File: src/rtl/sr_pattern_driver.sv
// Turns a requested WIDTH-bit Q sequence into minimal S/R commands for one SR flop.
// It also checks the flop's Q against the request, two edges after each command.
module sr_pattern_driver #(
  parameter  int WIDTH = 8,
  localparam int CW    = $clog2(WIDTH + 1),
  localparam int IW    = $clog2(WIDTH)
) (
  input  logic             clk,
  input  logic             rst,
  input  logic             start,
  input  logic [WIDTH-1:0] pattern,
  input  logic             q_fb,
  output logic             S,
  output logic             R,
  output logic             busy,
  output logic             done,
  output logic             mismatch,
  output logic [IW-1:0]    mismatch_idx,
  output logic [CW-1:0]    set_count,
  output logic [CW-1:0]    reset_count
);

  typedef enum logic [1:0] {IDLE, DRIVE, FLUSH} state_t;

  state_t             state, state_nxt;
  logic [WIDTH-1:0]   pat_sh;
  logic [CW-1:0]      bit_idx;
  logic               exp_q;

  logic               drv_en, want, set_cmd, rst_cmd, accept;
  logic [IW-1:0]      drv_idx;

  // Stage 0 holds the bit just commanded; stage 1 is the bit the flop has
  // already captured, so it is the one compared with q_fb.
  logic [1:0]         vld_pipe;
  logic [1:0][IW-1:0] idx_pipe;
  logic [1:0]         want_pipe;

  always_ff @(posedge clk) begin
    if (rst) state <= IDLE;
    else     state <= state_nxt;
  end

  always_comb begin
    state_nxt = state;
    case (state)
      IDLE:    if (start) state_nxt = DRIVE;
      DRIVE:   if (bit_idx == CW'(WIDTH)) state_nxt = FLUSH;
      FLUSH:   state_nxt = IDLE;
      default: state_nxt = IDLE;
    endcase
  end

  // Bit 0 goes out on the accepting edge itself, straight from the input.
  always_comb begin
    drv_en  = 1'b0;
    want    = 1'b0;
    drv_idx = '0;
    accept  = 1'b0;
    case (state)
      IDLE: if (start) begin
        accept = 1'b1;
        drv_en = 1'b1;
        want   = pattern[0];
      end
      DRIVE: if (bit_idx != CW'(WIDTH)) begin
        drv_en  = 1'b1;
        want    = pat_sh[0];
        drv_idx = bit_idx[IW-1:0];
      end
      default: ;
    endcase
    set_cmd = drv_en &&  want && !exp_q;
    rst_cmd = drv_en && !want &&  exp_q;
    busy    = (state != IDLE);
  end

  always_ff @(posedge clk) begin
    if (rst) begin
      S            <= 1'b0;
      R            <= 1'b0;
      done         <= 1'b0;
      exp_q        <= 1'b0;
      pat_sh       <= '0;
      bit_idx      <= '0;
      set_count    <= '0;
      reset_count  <= '0;
      mismatch     <= 1'b0;
      mismatch_idx <= '0;
      vld_pipe     <= '0;
      idx_pipe     <= '0;
      want_pipe    <= '0;
    end else begin
      S         <= set_cmd;
      R         <= rst_cmd;
      done      <= (state == FLUSH);
      vld_pipe  <= {vld_pipe[0], drv_en};
      idx_pipe  <= {idx_pipe[0], drv_idx};
      want_pipe <= {want_pipe[0], want};
      if (drv_en) exp_q <= want;

      if (accept) begin
        pat_sh       <= pattern >> 1;
        bit_idx      <= CW'(1);
        set_count    <= CW'(set_cmd);
        reset_count  <= CW'(rst_cmd);
        mismatch     <= 1'b0;
        mismatch_idx <= '0;
      end else begin
        if (drv_en) begin
          pat_sh  <= pat_sh >> 1;
          bit_idx <= bit_idx + CW'(1);
        end
        if (set_cmd) set_count   <= set_count + CW'(1);
        if (rst_cmd) reset_count <= reset_count + CW'(1);
        // Only the first failing bit is recorded.
        if (vld_pipe[1] && (q_fb != want_pipe[1]) && !mismatch) begin
          mismatch     <= 1'b1;
          mismatch_idx <= idx_pipe[1];
        end
      end
    end
  end

endmodule

File: config.mk
export PLATFORM = sky130hd
export DESIGN_NAME = sr_pattern_driver
export DESIGN_NICKNAME = d
export VERILOG_FILES = /design/src/rtl/sr_pattern_driver.sv
export SDC_FILE = /design/constraint.sdc
export NUM_CORES = 1
export LEC_CHECK = 0
export BUFFER_PORTS_ARGS = -buffer_cell sky130_fd_sc_hd__buf_2
export CAP_MARGIN = 20
export CORE_MARGIN = 1.5
export CORE_UTILIZATION = 41
export CTS_CLUSTER_DIAMETER = 120
export DETAILED_ROUTE_END_ITERATION = 8
export PLACE_DENSITY_LB_ADDON = 0.05
export SYNTH_ARGS = -nofsm -noshare
export SYNTH_HDL_FRONTEND = slang
export SYNTH_SLANG_ARGS = --single-unit
File: constraint.sdc
create_clock -name clk -period 4.11 [get_ports clk]
set_input_delay 0.822 -clock clk [delete_from_list [all_inputs] [get_ports clk]]
set_output_delay 0.822 -clock clk [all_outputs]
set_load 0.03 [all_outputs]
==> out/qor.csv <==
stage;metric;value;unit
finish;final-seq-area;781;µm²
clocking;clk_latency;0.29;ns
logic_synthesis;synth_warnings;0;
sta;fin_crit_sh;0.521;
pwr;p_sw;186;µW
detailed_routing;firstDrtPassIters;4;
setup_path;crit_family;simple AND/OR/NAND/NOR gates;
clocking;cts_root_buf;clkbuf_8;
finish;drive_above_1_share;0.225;
setup_path;cp-end-kind;flip-flop;
sta;min_period;2.14;ns
placed_design;gp_congestion;0.762;
floorplanning;io_pins;28;
floorplanning;die_y;65.5;µm
pwr;p_comb_frac;0.093;
sta;setup_violations;0;
setup_path;critPathMaxFanout;18;
finish;antenna_cells;0;
placed_design;dp_slack;1.66;ns
worst_hold_path;hold_path.class;flip-flop to flip-flop;
setup_path;crit_cells;5;
grt;grt.total_usage;0.158;
placed_design;place_hpwl;2.13;mm
detailed_routing;avgViaCountPerCell;5.08;
finish;multi_input_area;749;µm²
logic_synthesis;ys_seq_area_frac;0.488;
logic_synthesis;synth_flop_cell;dfxtp_1;
sta;slew_violations;0;
sta;clock.fmax;0.467;GHz
setup_path;cp-start-kind;input port;
grt;use_met1;0.191;
detailed_routing;first_iter_violations;57;
clocking;post_cts_resized;0;
setup_path;cp_cell_sequence;buf_2 -> or3b_1 -> nand2b_2 -> or4_1 -> nand2_1;
setup_path;cp_slowest_cell;or4_1;
clocking;postCtsSetupBuffers;0;
setup_path;crit_path_start;start;
logic_synthesis;netlist_instances;165;
grt;grt-ovfl-total;0;
logic_synthesis;netlist_area;0.00160;mm²
pwr;p_leak;0.782;nW
floorplanning;rows;22;
clocking;cts_tree;done;
detailed_routing;wl_per_cell;12.5;µm
grt;grt_first_pass_wirelength;5.02;mm
logic_synthesis;synth_cell_type_count;38;
sta;maxSlewHeadroom;0.548;
setup_path;crit_path_end;set_count[3];
detailed_routing;vias;1213;
logic_synthesis;async_reset_ff_frac;0;
sta;setup_ws;1.97;ns
grt;grt_pass1_vias;1113;
setup_path;arrival;2.38;ns
sta;clock_skew;0.00573;ns
pwr;pwr-share-clk;0.396;
pwr;ir_drop;0.244;mV
setup_path;critPathRequiredTime;4.35;ns
clocking;clock-sinks;39;
finish;fill_cells;349;
setup_path;r2r_cells;6;
setup_path;path_class;input port to flip-flop;
logic_synthesis;avgSynthCellArea;9.70;µm²
grt;top_usage_layer;met2;
pwr;internal_power;600;µW
clocking;cts_hold_buf;0;
grt;antenna_found_initial;0;
pwr;power_density;425;mW/mm²
grt;met3_usage;0.0514;
floorplanning;initial_utilization;0.431;
placed_design;port_buffers;27;
sta;setup_tns;0;ns
clocking;htreeDepth;2;
grt;met2_usage;0.251;
logic_synthesis;synth-edff-count;0;
detailed_routing;drc;0;
sta;rsz0062_at_grt;false;
outcome;run_status;completed;
pwr;switching_share;0.236;
setup_path;reg2reg_to;reset_count[0];
setup_path;r2r_start;bit_idx[0];
clocking;clk_path_buf_depth;2;
logic_synthesis;synth_nets;181;
sta;hold_viol_final;0;
setup_path;cp_slowest_stage_delay;0.55;ns
floorplanning;fp.dieW;65.5;µm
pwr;pwr-share-seq;0.511;
grt;grt_max_degree;31;
finish;area.growth.synth_to_final;15.6;%
job;max_cap_violations;0;
clocking;cts.reportedPaths.clkPinSlew;0.08;ns
finish;final_core_utilization;0.498;
setup_path;cp.buffers_inverters;1;
floorplanning;coreArea;0.00372;mm²
logic_synthesis;synth_seq_cells;39;
detailed_routing;finalWirelength;3.00;mm
finish;nets;206;
detailed_routing;drtAntennaViolNets;0;
sta;tightest_slew;0.676;ns
floorplanning;die_area;0.00429;mm²
setup_path;regToRegSetupSlack;2.15;ns
clocking;numCtsBuffers;5;
cell usage after synthesis (3+ instances only):
cell type	count	area [µm²]
ha_1	4	50.1
buf_6	3	33.8
clkbuf_1	3	11.3
nor2b_1	9	56.3
nor3b_1	3	22.5
inv_1	3	11.3
mux2i_1	6	60.1
xnor2_1	3	26.3
a311oi_1	6	52.6
dfxtp_1	39	781
nor2_1	20	75.1
nand2_1	16	60.1
a21oi_1	6	30.0
nand3_1	12	60.1
cells by family after synthesis:
logic type                 share of synthesized area
and+or+nand+nor                                0.268
buffers and inverters                         0.0438
DFF                                            0.488
xor gates and xnor gates                      0.0274
adders and majority gates                     0.0313
muxes                                         0.0446
AOI/OAI and AO/OA                             0.0969
power groups by stage:
stage                     sequential, mW  clock [mW]  combinational (mW)
after floorplan                    0.413           0              0.0531
after global placement             0.410           0              0.0720
after detailed placement           0.410           0              0.0735
after CTS                          0.401       0.321              0.0740
after global routing               0.403       0.337              0.0814
final                              0.402       0.311              0.0728
registers in the layout, summed over array words and instances (netlist names):
register / flops
want_pipe: 2
mismatch_idx: 3
mismatch: 1
set_count: 4
idx_pipe: 6
reset_count: 4
exp_q: 1
state: 2
vld_pipe: 2
bit_idx: 4
done: 1
pat_sh: 7
S: 1
R: 1
layout by cell type (no fill, tap or decap), types with 2 or more instances in the layout:
cell	n
dfxtp_1	39
a21oi_1	6
ha_1	4
clkbuf_8	5
mux2i_1	6
nor3_1	2
or4_1	2
nand3_1	12
a32oi_2	2
a311oi_1	6
inv_1	3
xor2_1	2
nand2_1	16
nor3b_1	3
nand4_1	2
o211ai_1	2
buf_2	27
nor2b_1	9
nor2_1	20
xnor2_1	3
or3_1	2
through the flow:
stage | power (mW) | hold slack (ns) | cell area (µm²) | std cells
finish | 0.786 | 0.440 | 1850 | 239
global route | 0.822 | 0.460 | 1850 | 239
detailed placement | 0.484 | 0.428 | 1740 | 231
global placement | 0.482 | 0.420 | 1740 | 231
floorplan | 0.466 | 0.414 | 1600 | 165
CTS | 0.797 | 0.452 | 1850 | 239
routing by layer:
| metal | vias up | part of all wire |
|---|---|---|
| met5 | - | 0 |
| met4 | 0 | 0.020 |
| met3 | 5 | 0.035 |
| met2 | 23 | 0.45 |
| met1 | 562 | 0.49 |
| li1 | 623 | - |
area by class of cell:
type,count,area share
flip-flops and latches,39,0.422
multi-input cells,114,0.405
repair buffers,27,0.0731
clock buffers,5,0.0372
well taps,48,0.0325
clock inverters,3,0.0237
inverters,3,0.00609
worst min path at each step:
stage | startpoint | to | slack [ns] | depth (start not counted)
after global routing | vld_pipe[0] | vld_pipe[1] | 0.46 | 1
after detailed placement | idx_pipe[1] | idx_pipe[4] | 0.43 | 1
after floorplan | idx_pipe[0] | idx_pipe[3] | 0.41 | 1
after global placement | idx_pipe[2] | idx_pipe[5] | 0.42 | 1
after CTS | idx_pipe[1] | idx_pipe[4] | 0.45 | 1
final | idx_pipe[1] | idx_pipe[4] | 0.44 | 1
Power figures use the tool's default switching activity.
